`src/rtl/req_capture_encoder.sv`:
```
// Sticky request capture with mask, lowest-index grant and valid/ready handshake.
// Build option REQ_EDGE_DETECT_EN: capture on rising edges of req instead of levels.

module req_capture_lane (
    input  logic clk,
    input  logic rst,
    input  logic req,
    input  logic clr,
    output logic pend,
    output logic drop
);
    logic ev;

`ifdef REQ_EDGE_DETECT_EN
    logic req_d;

    always_ff @(posedge clk) begin
        if (rst) req_d <= 1'b0;
        else     req_d <= req;
    end

    assign ev = req & ~req_d;
`else
    assign ev = req;
`endif

    // A fresh event beats the grant's clear on the same cycle.
    always_ff @(posedge clk) begin
        if (rst) pend <= 1'b0;
        else     pend <= ev | (pend & ~clr);
    end

    assign drop = ev & pend & ~clr;
endmodule

module req_capture_encoder #(
    parameter logic [3:0] MASK_RESET = 4'b0000,
    parameter int         DROP_CNT_W = 4
) (
    input  logic                  clk,
    input  logic                  rst,
    input  logic [3:0]            req,
    input  logic                  mask_wr,
    input  logic [3:0]            mask_in,
    input  logic                  code_ready,
    output logic                  code_valid,
    output logic [1:0]            code,
    output logic [3:0]            pending,
    output logic [DROP_CNT_W-1:0] drop_cnt
);
    typedef enum logic {IDLE, PRESENT} state_t;

    state_t     state, state_nx;
    logic [1:0] code_nx;
    logic [3:0] mask, eligible, clr, drop;

    for (genvar i = 0; i < 4; i++) begin : g_lane
        assign clr[i] = code_valid & code_ready & (code == 2'(i));
        req_capture_lane u_lane (
            .clk  (clk),
            .rst  (rst),
            .req  (req[i]),
            .clr  (clr[i]),
            .pend (pending[i]),
            .drop (drop[i])
        );
    end

    assign eligible   = pending & ~mask;
    assign code_valid = (state == PRESENT);

    always_comb begin
        state_nx = state;
        code_nx  = code;
        case (state)
            IDLE: begin
                if (|eligible) begin
                    state_nx = PRESENT;
                    for (int k = 3; k >= 0; k--)
                        if (eligible[k]) code_nx = 2'(k);
                end
            end
            PRESENT: begin
                // Grant stays frozen until taken, even if a lower index arrives.
                if (code_ready) state_nx = IDLE;
            end
            default: state_nx = IDLE;
        endcase
    end

    always_ff @(posedge clk) begin
        if (rst) begin
            state    <= IDLE;
            code     <= 2'b00;
            mask     <= MASK_RESET;
            drop_cnt <= '0;
        end else begin
            state <= state_nx;
            code  <= code_nx;
            if (mask_wr) mask <= mask_in;
            if (|drop && drop_cnt != {DROP_CNT_W{1'b1}})
                drop_cnt <= drop_cnt + DROP_CNT_W'(1);
        end
    end
endmodule

```
`config.mk`:
```
export PLATFORM = sky130hd
export DESIGN_NAME = req_capture_encoder
export DESIGN_NICKNAME = d
export VERILOG_FILES = /design/src/rtl/req_capture_encoder.sv
export SDC_FILE = /design/constraint.sdc
export NUM_CORES = 1
export LEC_CHECK = 0
export BUFFER_PORTS_ARGS = -buffer_cell sky130_fd_sc_hd__buf_2
export CORE_UTILIZATION = 48
export CTS_CLUSTER_DIAMETER = 100
export DETAILED_ROUTE_END_ITERATION = 10
export GPL_TIMING_DRIVEN = 0
export PLACE_DENSITY = 0.75
export SETUP_SLACK_MARGIN = 0.3
export SYNTH_ARGS = -nofsm -noshare
export SYNTH_HDL_FRONTEND = slang
export SYNTH_SLANG_ARGS = --single-unit
```
`constraint.sdc`:
```
create_clock -name clk -period 1.8 [get_ports clk]
set_clock_uncertainty 0.15 [all_clocks]
set_input_delay 0.09 -clock clk [delete_from_list [all_inputs] [get_ports clk]]
set_output_delay 0.09 -clock clk [all_outputs]
set_load 0.005 [all_outputs]
```
==> impl_metrics.env, run 1 <==
export IMPL_slew_viol_final=0
export IMPL_maxCapViolCount=0
export IMPL_die_y_um=41.9
export IMPL_critPathKind="register to register"
export IMPL_layout_commonest_cell="buf_2"
export IMPL_gp_congestion=0.836
export IMPL_cts_num_sinks=15
export IMPL_grtUsageTotal=0.224
export IMPL_tightestPinTransition_ns=0.449
export IMPL_fp_dieW_um=41.9
export IMPL_end_kind="register"
export IMPL_drtIter0Drc=12
export IMPL_drtPass1Iterations=4
export IMPL_cp_cell_sequence="nand4bb_4 -> a32oi_4 -> a32oi_2 -> mux2_4"
export IMPL_clk_latency_ns=0.28
export IMPL_yosysSeqAreaShare=0.393
export IMPL_h_tree_depth=1
export IMPL_fillers=111
export IMPL_hold_viol_final=0
export IMPL_drc_errors=0
export IMPL_viasPerCell=5.61
export IMPL_drive_above_1_share=0.387
export IMPL_cts_buffers=3
export IMPL_io_pins=23
export IMPL_syn_to_final_growth_pct=45.4
export IMPL_portBuffers=21
export IMPL_relSlewSlack=0.700
export IMPL_route_antenna_remaining_nets=0
export IMPL_start_util=0.513
export IMPL_cts_clk_slew_worst_paths_ns=0.09
export IMPL_multi_input_area_um2=450
export IMPL_yosysTopAreaCell="dfxtp_1"
export IMPL_synth_warnings=0
export IMPL_routedWlPerCell_um=13.4
export IMPL_diodes=0
export IMPL_synth_area_um2=763
export IMPL_final_cells=140
export IMPL_grt_max_degree=11
export IMPL_dp_cells=120
export IMPL_seqCellArea_um2=305
export IMPL_start_kind="register"
export IMPL_tns_ns=0
export IMPL_period_share=0.883
export IMPL_dieArea_mm2=0.00175
export IMPL_core_mm2=0.00149
export IMPL_vias=785
export IMPL_worstPathRequired_ns=1.83
export IMPL_p_leak_nw=0.493
export IMPL_status="finished, final reports clean"
export IMPL_powerDensity_mw_per_mm2=723
export IMPL_fin_crit_ns=1.59
export IMPL_finalNetCount=138
export IMPL_rows=14
export IMPL_synth_nets=96
export IMPL_cts_tree="built"
export IMPL_post_dp_hpwl_um=1110
export IMPL_grt_pass1_vias=747
export IMPL_antenna_found_initial=0
export IMPL_clk_path_buf_depth=2
export IMPL_final_cell_mix="21 x buf_2, 12 x nor2_1, 11 x dfxtp_1"
export IMPL_root_buffer="clkbuf_4"
export IMPL_ys_ff_latch=15
export IMPL_vdd_drop_max_v=0.000557
export IMPL_path_max_fanout=6
export IMPL_max_freq_mhz=629
export IMPL_grt_pass1_wl_um=3000
export IMPL_grt_setup_unrepaired="true"
export IMPL_min_path_type="input pin to register"
export IMPL_yosysUniqueCellTypes=26
export IMPL_avgSynthCellArea_um2=9.20
export IMPL_critPathSlowestCell="dfxtp_2"
export IMPL_overflow=0
export IMPL_synth_cells=83
export IMPL_cp_arrival_ns=1.62
export IMPL_synth_area_top_cells="dfxtp_1 39%, mux2i_1 6.6%, a32oi_2 6.4%, nor2_1 5.9%, buf_4 4.9%"
export IMPL_drt_wl_total_um=1880
export IMPL_fin_util=0.745
export IMPL_cp_slowest_stage_delay_ns=0.36
export IMPL_synth_top_cell_area_share=0.393
export IMPL_setup_viol=0
==> state kept, by name (all words and copies together), names as in the netlist <==
signal and cells:
drop_cnt 4, code 2, g_lane.u_lane.pend 4, code_valid 1, mask 4
==> path summary, 6_finish.rpt <==
path / start / to / slack (ns) / depth (start not counted)
worst max register to register: code[0] / drop_cnt[0] / 0.21 / 4
worst min-delay path: mask_wr / mask[0] / 0.06 / 3
worst min register to register: mask[2] / mask[2] / 0.34 / 2
worst max-delay path: code[0] / drop_cnt[0] / 0.21 / 4
==> what timing repair did <==
action / 4_1_cts / 5_1_grt
resized for setup: 4 / 4
hold buffers: 10 / 0
gates cloned: 0 / 0
pin swaps: 8 / 3
endpoints found under the hold margin: 10 / 0
buffers inserted: 6 / 0
setup endpoints to repair: 3 / 5
==> synthesized netlist by cell type (all sizes together) <==
cell     count
mux2         1
ha           1
nor3b        1
mux2i        5
nor2b        2
nand4        2
inv          2
a21oi        7
o21ai        3
o211a        1
dfxtp       15
nor3         1
nand4b       2
nor2        12
nand3        1
nand4bb      1
nand2b       4
a41oi        1
nand2        3
and2         2
a211oi       4
a32oi        3
a32o         2
buf          5
clkbuf       2
==> stage by stage <==
step | power (mW) | hold WS (ns) | worst slack (ns) | instance area (um2)
after global placement | 0.550 | 0.158 | 0.190 | 893
after detailed placement | 0.556 | 0.167 | 0.173 | 893
after CTS | 0.789 | 0.0607 | 0.222 | 1090
after floorplan | 0.500 | 0.0110 | 0.268 | 768
after global routing | 0.842 | 0.0730 | 0.161 | 1110
final | 0.802 | 0.0608 | 0.211 | 1110
==> where the power goes <==
part / leakage [nW] / switching [mW] / internal (mW)
Sequential: 0.125 / 0.0307 / 0.362
Combinational: 0.351 / 0.0916 / 0.122
Clock: 0.0177 / 0.114 / 0.0825
Total: 0.493 / 0.236 / 0.566
==> critical path, delay by kind of cell, from the launching register on <==
family          cells  cell delay [ns]
flops               1             0.36
simple gates        1             0.26
mux                 1             0.31
compound gates      2             0.40
==> cell families after synthesis <==
family | share of synthesized area
and+or+nand+nor | 0.216
AOI/OAI and AO/OA | 0.220
muxes | 0.0852
buffers and inverters | 0.0689
adders and majority gates | 0.0164
DFF | 0.393
==> cell type report <==
class,count,area share
clock buffers,3,0.0203
well taps,16,0.0180
plain buffers,7,0.0440
flip-flops and latches,15,0.275
multi-input cells,59,0.406
clock inverters,1,0.00451
inverters,2,0.00676
repair buffers,37,0.225
==> routing by layer <==
| layer | wire length (um) | global-route usage |
|---|---|---|
| met5 | 0 | 0 |
| met2 | 971 | 0.416 |
| met4 | 10 | 0.0645 |
| met1 | 779 | 0.249 |
| met3 | 121 | 0.0565 |
Note: power is estimated with default switching activity, not from simulation.
==> run 2: changes to the inputs <==
clock period = 1.7 ns   (was 1.8 ns; I/O delays follow)
==> run 2 against run 1 <==
Net effect:
- clock-buffer cell count did not move
- critical path depth rose by 1
- core utilization rose by 2.6 points
- critical endpoint unchanged
==> impl_metrics.env, run 2 (synthesis gave the netlist of run 1 again) <==
export IMPL_status="finished, final reports clean"
export IMPL_slew_viol_final=0
export IMPL_post_place_ws_ns=0.0718
export IMPL_clk_path_buf_depth=2
export IMPL_clk_latency_ns=0.28
export IMPL_critPathSlowestCell="dfxtp_2"
export IMPL_grt_pass1_wl_um=3270
export IMPL_hold_viol_final=0
export IMPL_internal_power_uw=606
export IMPL_grt_setup_unrepaired="true"
export IMPL_tns_ns=0
export IMPL_rr_worst_depth=5
export IMPL_power_switching_uw=241
export IMPL_diodes=0
export IMPL_sw_frac_of_total=0.285
export IMPL_min_path_type="input pin to register"
export IMPL_powerDensity_mw_per_mm2=738
export IMPL_root_buffer="clkbuf_4"
export IMPL_cts_tree="built"
export IMPL_fp_dieW_um=41.9
export IMPL_cp_arrival_ns=1.64
export IMPL_seqPwrFrac=0.491
export IMPL_hold_end="mask[2]"
export IMPL_fin_crit_ns=1.62
export IMPL_drt_wl_total_um=1900
export IMPL_drc_errors=0
export IMPL_final_cells=144
export IMPL_cts_clk_slew_worst_paths_ns=0.09
export IMPL_drive_above_1_share=0.430
export IMPL_cts_num_sinks=15
export IMPL_reg_largest_list="drop_cnt x4, g_lane.u_lane.pend x4, mask x4"
export IMPL_layout_commonest_cell="buf_2"
export IMPL_viasPerCell=5.36
export IMPL_maxCapViolCount=0
export IMPL_tightestPinTransition_ns=0.460
export IMPL_p_leak_nw=0.511
export IMPL_cp_cell_sequence="buf_6 -> nand4b_1 -> a32oi_4 -> a32oi_2 -> mux2_4"
export IMPL_end_kind="register"
export IMPL_period_share=0.951
export IMPL_clkPwrFrac=0.234
export IMPL_critPathKind="register to register"
export IMPL_die_y_um=41.9
export IMPL_r2r_start="code_valid"
export IMPL_critPathTopFamily="compound AO/OA/AOI/OAI gates"
export IMPL_r2r_slack_ns=0.08
export IMPL_h_tree_depth=1
export IMPL_start_util=0.513
export IMPL_gp_congestion=0.834
export IMPL_fin_area_mm2=0.00115
export IMPL_whs_path_depth=3
export IMPL_setup_ws_ns=0.0827
export IMPL_vias=772
export IMPL_worstPathRequired_ns=1.73
export IMPL_relSlewSlack=0.693
export IMPL_finalNetCount=142
export IMPL_drtPass1Iterations=4
export IMPL_dp_cells=120
export IMPL_setup_viol=0
export IMPL_core_mm2=0.00149
export IMPL_post_dp_hpwl_um=1110
export IMPL_max_freq_mhz=618
export IMPL_io_pins=23
export IMPL_drtIter0Drc=19
export IMPL_grtUsageTotal=0.247
export IMPL_placed_area_um2=893
export IMPL_dieArea_mm2=0.00175
export IMPL_start_kind="register"
export IMPL_worstHoldStart="mask_wr"
export IMPL_pwr_share_comb=0.275
export IMPL_path_max_fanout=5
export IMPL_vdd_drop_max_v=0.000578
export IMPL_path_buf_inv=1
export IMPL_final_cell_mix="21 x buf_2, 14 x buf_4, 12 x nor2_1"
export IMPL_routedWlPerCell_um=13.2
export IMPL_cts_buffers=3
export IMPL_grt_pass1_vias=771
export IMPL_overflow=0
export IMPL_finalPower_uw=847
export IMPL_r2r_end="drop_cnt[0]"
export IMPL_cp_slowest_stage_delay_ns=0.34
export IMPL_grt_max_degree=11
export IMPL_antenna_found_initial=0
export IMPL_rows=14
export IMPL_route_antenna_remaining_nets=0
export IMPL_syn_to_final_growth_pct=50.5
export IMPL_portBuffers=21
[run 2: cell count changes in the layout (fill, tap and decap cells not counted), sizes merged]
| cell | previous run | this run |
|---|---|---|
| buf | 32 | 36 |
[run 2: timing repair]
item,in CTS,in global routing
pin swaps,8,5
gates resized for setup,5,7
buffers inserted,8,2
hold endpoints to repair,10,0
setup endpoints to repair,4,5
hold buffers,10,0
[run 2: worst register-to-register path, stage by stage (launching register included)]
cell and delay (ns):
dfxtp_2 0.34, buf_6 0.11, nand4b_1 0.20, a32oi_4 0.27, a32oi_2 0.13, mux2_4 0.32
[run 2: how the worst max path moves through the flow]
| stage | start | cells past startpoint | endpoint |
|---|---|---|---|
| 2_1_floorplan | code_valid | 5 | drop_cnt[0] |
| 3_3_place_gp | code[0] | 4 | drop_cnt[0] |
| 3_5_place_dp | code[0] | 4 | drop_cnt[0] |
| 4_1_cts | code_valid | 5 | drop_cnt[0] |
| 5_1_grt | code_valid | 5 | drop_cnt[0] |
| 6_report | code_valid | 5 | drop_cnt[0] |
[run 2: area by class of cell]
cell class | instances | area, um2
Sequential cell | 15 | 309
Fill cell | 112 | 340
Timing Repair Buffer | 41 | 280
Buffer | 7 | 48.8
Clock inverter | 1 | 5.00
Tap cell | 16 | 20.0
Inverter | 2 | 7.51
Multi-Input combinational cell | 59 | 455
Clock buffer | 3 | 22.5
[run 2: power groups by stage]
| stage | Sequential (mW) | Combinational (mW) | Clock (mW) |
|---|---|---|---|
| finish | 0.416 | 0.233 | 0.199 |
| global route | 0.422 | 0.254 | 0.220 |
| CTS | 0.413 | 0.216 | 0.208 |
| detailed placement | 0.419 | 0.169 | 0 |
| global placement | 0.418 | 0.164 | 0 |
| floorplan | 0.416 | 0.114 | 0 |
[run 2: through the flow]
stage	hold slack [ns]	utilization
after floorplan	0.00600	-
after global placement	0.153	0.600
after detailed placement	0.160	0.600
after CTS	0.0524	0.741
after global routing	0.0817	0.771
final	0.0663	0.771
[run 2: routing by layer]
metal / track usage / vias to the layer above / routed length (um)
met1: 0.289 / 357 / 844
met2: 0.444 / 22 / 961
li1: - / 391 / -
met5: 0 / - / 0
met3: 0.0652 / 2 / 86
met4: 0.0581 / 0 / 10
==> run 3: changes to the inputs <==
CELL_PAD_IN_SITES_DETAIL_PLACEMENT = 0   (was unset)
CELL_PAD_IN_SITES_GLOBAL_PLACEMENT = 1   (was unset)
CORE_UTILIZATION = 36   (was 48)
PLACE_DENSITY = unset   (was 0.75)
PLACE_DENSITY_LB_ADDON = 0.1   (was unset)
==> run 3 against run 2 <==
Net effect:
- cell area increased by 0.11%
- core utilization decreased by 19 points
- register-to-register slack improved by 0.06 ns
- via count grew 0.78%
- clock power up 7%
- maximum frequency increased by 4.1%
- sequential share of layout area down 0.25 points
- non-clock buffer count did not move
==> impl_metrics.env, run 3 (synthesis gave the netlist of run 1 again) <==
export IMPL_cp_slowest_stage_delay_ns=0.35
export IMPL_grt_pass1_vias=654
export IMPL_reg_largest_list="drop_cnt x4, g_lane.u_lane.pend x4, mask x4"
export IMPL_tns_ns=0
export IMPL_rows=16
export IMPL_cts_num_sinks=15
export IMPL_overflow=0
export IMPL_path_max_fanout=5
export IMPL_period_share=0.914
export IMPL_finalNetCount=142
export IMPL_syn_to_final_growth_pct=50.7
export IMPL_drc_errors=0
export IMPL_routedWlPerCell_um=11.5
export IMPL_cp_common_cell="a32oi_2"
export IMPL_final_cells=155
export IMPL_slew_viol_final=0
export IMPL_drtPass1Iterations=3
export IMPL_viasPerCell=5.02
export IMPL_cts_clk_slew_worst_paths_ns=0.10
export IMPL_core_mm2=0.00198
export IMPL_cts_buffers=3
export IMPL_fillers=204
export IMPL_fin_area_mm2=0.00115
export IMPL_fin_util=0.580
export IMPL_relSlewSlack=0.661
export IMPL_antenna_found_initial=0
export IMPL_fin_crit_ns=1.55
export IMPL_drtIter0Drc=8
export IMPL_h_tree_depth=1
export IMPL_critPathSlowestCell="dfxtp_2"
export IMPL_seqCellArea_um2=307
export IMPL_status="finished, final reports clean"
export IMPL_layout_commonest_cell="buf_2"
export IMPL_grt_setup_unrepaired="true"
export IMPL_placed_area_um2=907
export IMPL_clk_path_buf_depth=2
export IMPL_io_pins=23
export IMPL_critPathKind="register to register"
export IMPL_route_antenna_remaining_nets=0
export IMPL_drive_above_1_share=0.398
export IMPL_post_dp_hpwl_um=1220
export IMPL_grtUsageTotal=0.176
export IMPL_fp_dieW_um=48.0
export IMPL_clk_latency_ns=0.29
export IMPL_multi_input_area_um2=443
export IMPL_drt_wl_total_um=1790
export IMPL_grt_pass1_wl_um=2680
export IMPL_min_path_type="input pin to register"
export IMPL_worstPathRequired_ns=1.74
export IMPL_start_util=0.385
export IMPL_cp_cell_sequence="buf_6 -> nand4b_1 -> a32oi_2 -> a32oi_2 -> mux2_4"
export IMPL_diodes=0
export IMPL_gp_congestion=0.727
export IMPL_vdd_drop_max_v=0.000399
export IMPL_max_freq_mhz=644
export IMPL_vias=778
export IMPL_dp_cells=131
export IMPL_start_kind="register"
export IMPL_cts_tree="built"
export IMPL_cp_arrival_ns=1.59
export IMPL_portBuffers=21
export IMPL_hold_viol_final=0
export IMPL_p_leak_nw=0.509
export IMPL_powerDensity_mw_per_mm2=749
export IMPL_dieArea_mm2=0.00231
export IMPL_die_y_um=48.0
export IMPL_end_kind="register"
export IMPL_root_buffer="clkbuf_4"
export IMPL_setup_viol=0
export IMPL_maxCapViolCount=0
export IMPL_grt_max_degree=11
export IMPL_final_cell_mix="21 x buf_2, 13 x buf_4, 12 x nor2_1, 12 x dfxtp_1, 10 x dlygate4sd3_1"
export IMPL_tightestPinTransition_ns=0.508
run 3: critical path, delay by kind of cell, from the launching register on:
| kind | cells | cell delay (ns) |
|---|---|---|
| buffers and inverters | 1 | 0.11 |
| muxes | 1 | 0.31 |
| DFF | 1 | 0.35 |
| AOI/OAI and AO/OA | 2 | 0.39 |
| and+or+nand+nor | 1 | 0.14 |
run 3: report_power, final:
group	leakage [nW]	total, mW	internal (mW)	switching, mW
logic	0.369	0.235	0.140	0.0948
clock network	0.0150	0.213	0.0911	0.122
registers	0.125	0.413	0.383	0.0295
total	0.509	0.861	0.614	0.246
run 3: routing by layer:
metal	GRT usage	wire length, um	vias up
met3	0.0528	74	4
met1	0.225	864	367
met5	0	0	-
met4	0.100	38	0
met2	0.262	812	15
li1	-	-	392
run 3: per-stage QoR:
stage          hold WS, ns  total power, mW  setup WS [ns]
6_report            0.0503            0.861          0.147
5_1_grt             0.0667            0.913         0.0893
4_1_cts             0.0462            0.855          0.140
3_5_place_dp         0.160            0.589         0.0397
3_3_place_gp         0.151            0.586         0.0574
2_1_floorplan      0.00600            0.529          0.168
run 3: layout make-up:
cell class              count  area share
clock buffers               4      0.0229
repair buffers             41       0.247
inverters                   2     0.00653
multi-input cells          59       0.385
well taps                  27      0.0294
flip-flops and latches     15       0.267
plain buffers               7      0.0424
run 3: path summary, 6_finish.rpt:
path | from | endpoint | slack (ns) | depth (start not counted)
setup / recovery | code_valid | drop_cnt[0] | 0.15 | 5
hold / removal | mask_wr | mask[3] | 0.05 | 3
setup reg to reg | code_valid | drop_cnt[0] | 0.15 | 5
hold reg to reg | mask[3] | mask[3] | 0.35 | 2
run 3: repair_timing:
action                                  CTS  global route
endpoints found under the setup margin    4             5
cloned                                    0             0
endpoints found under the hold margin    10             0
hold buffers                             10             0
resized for setup                         5             4
pin swaps                                 9             2
buffers inserted                          9             1
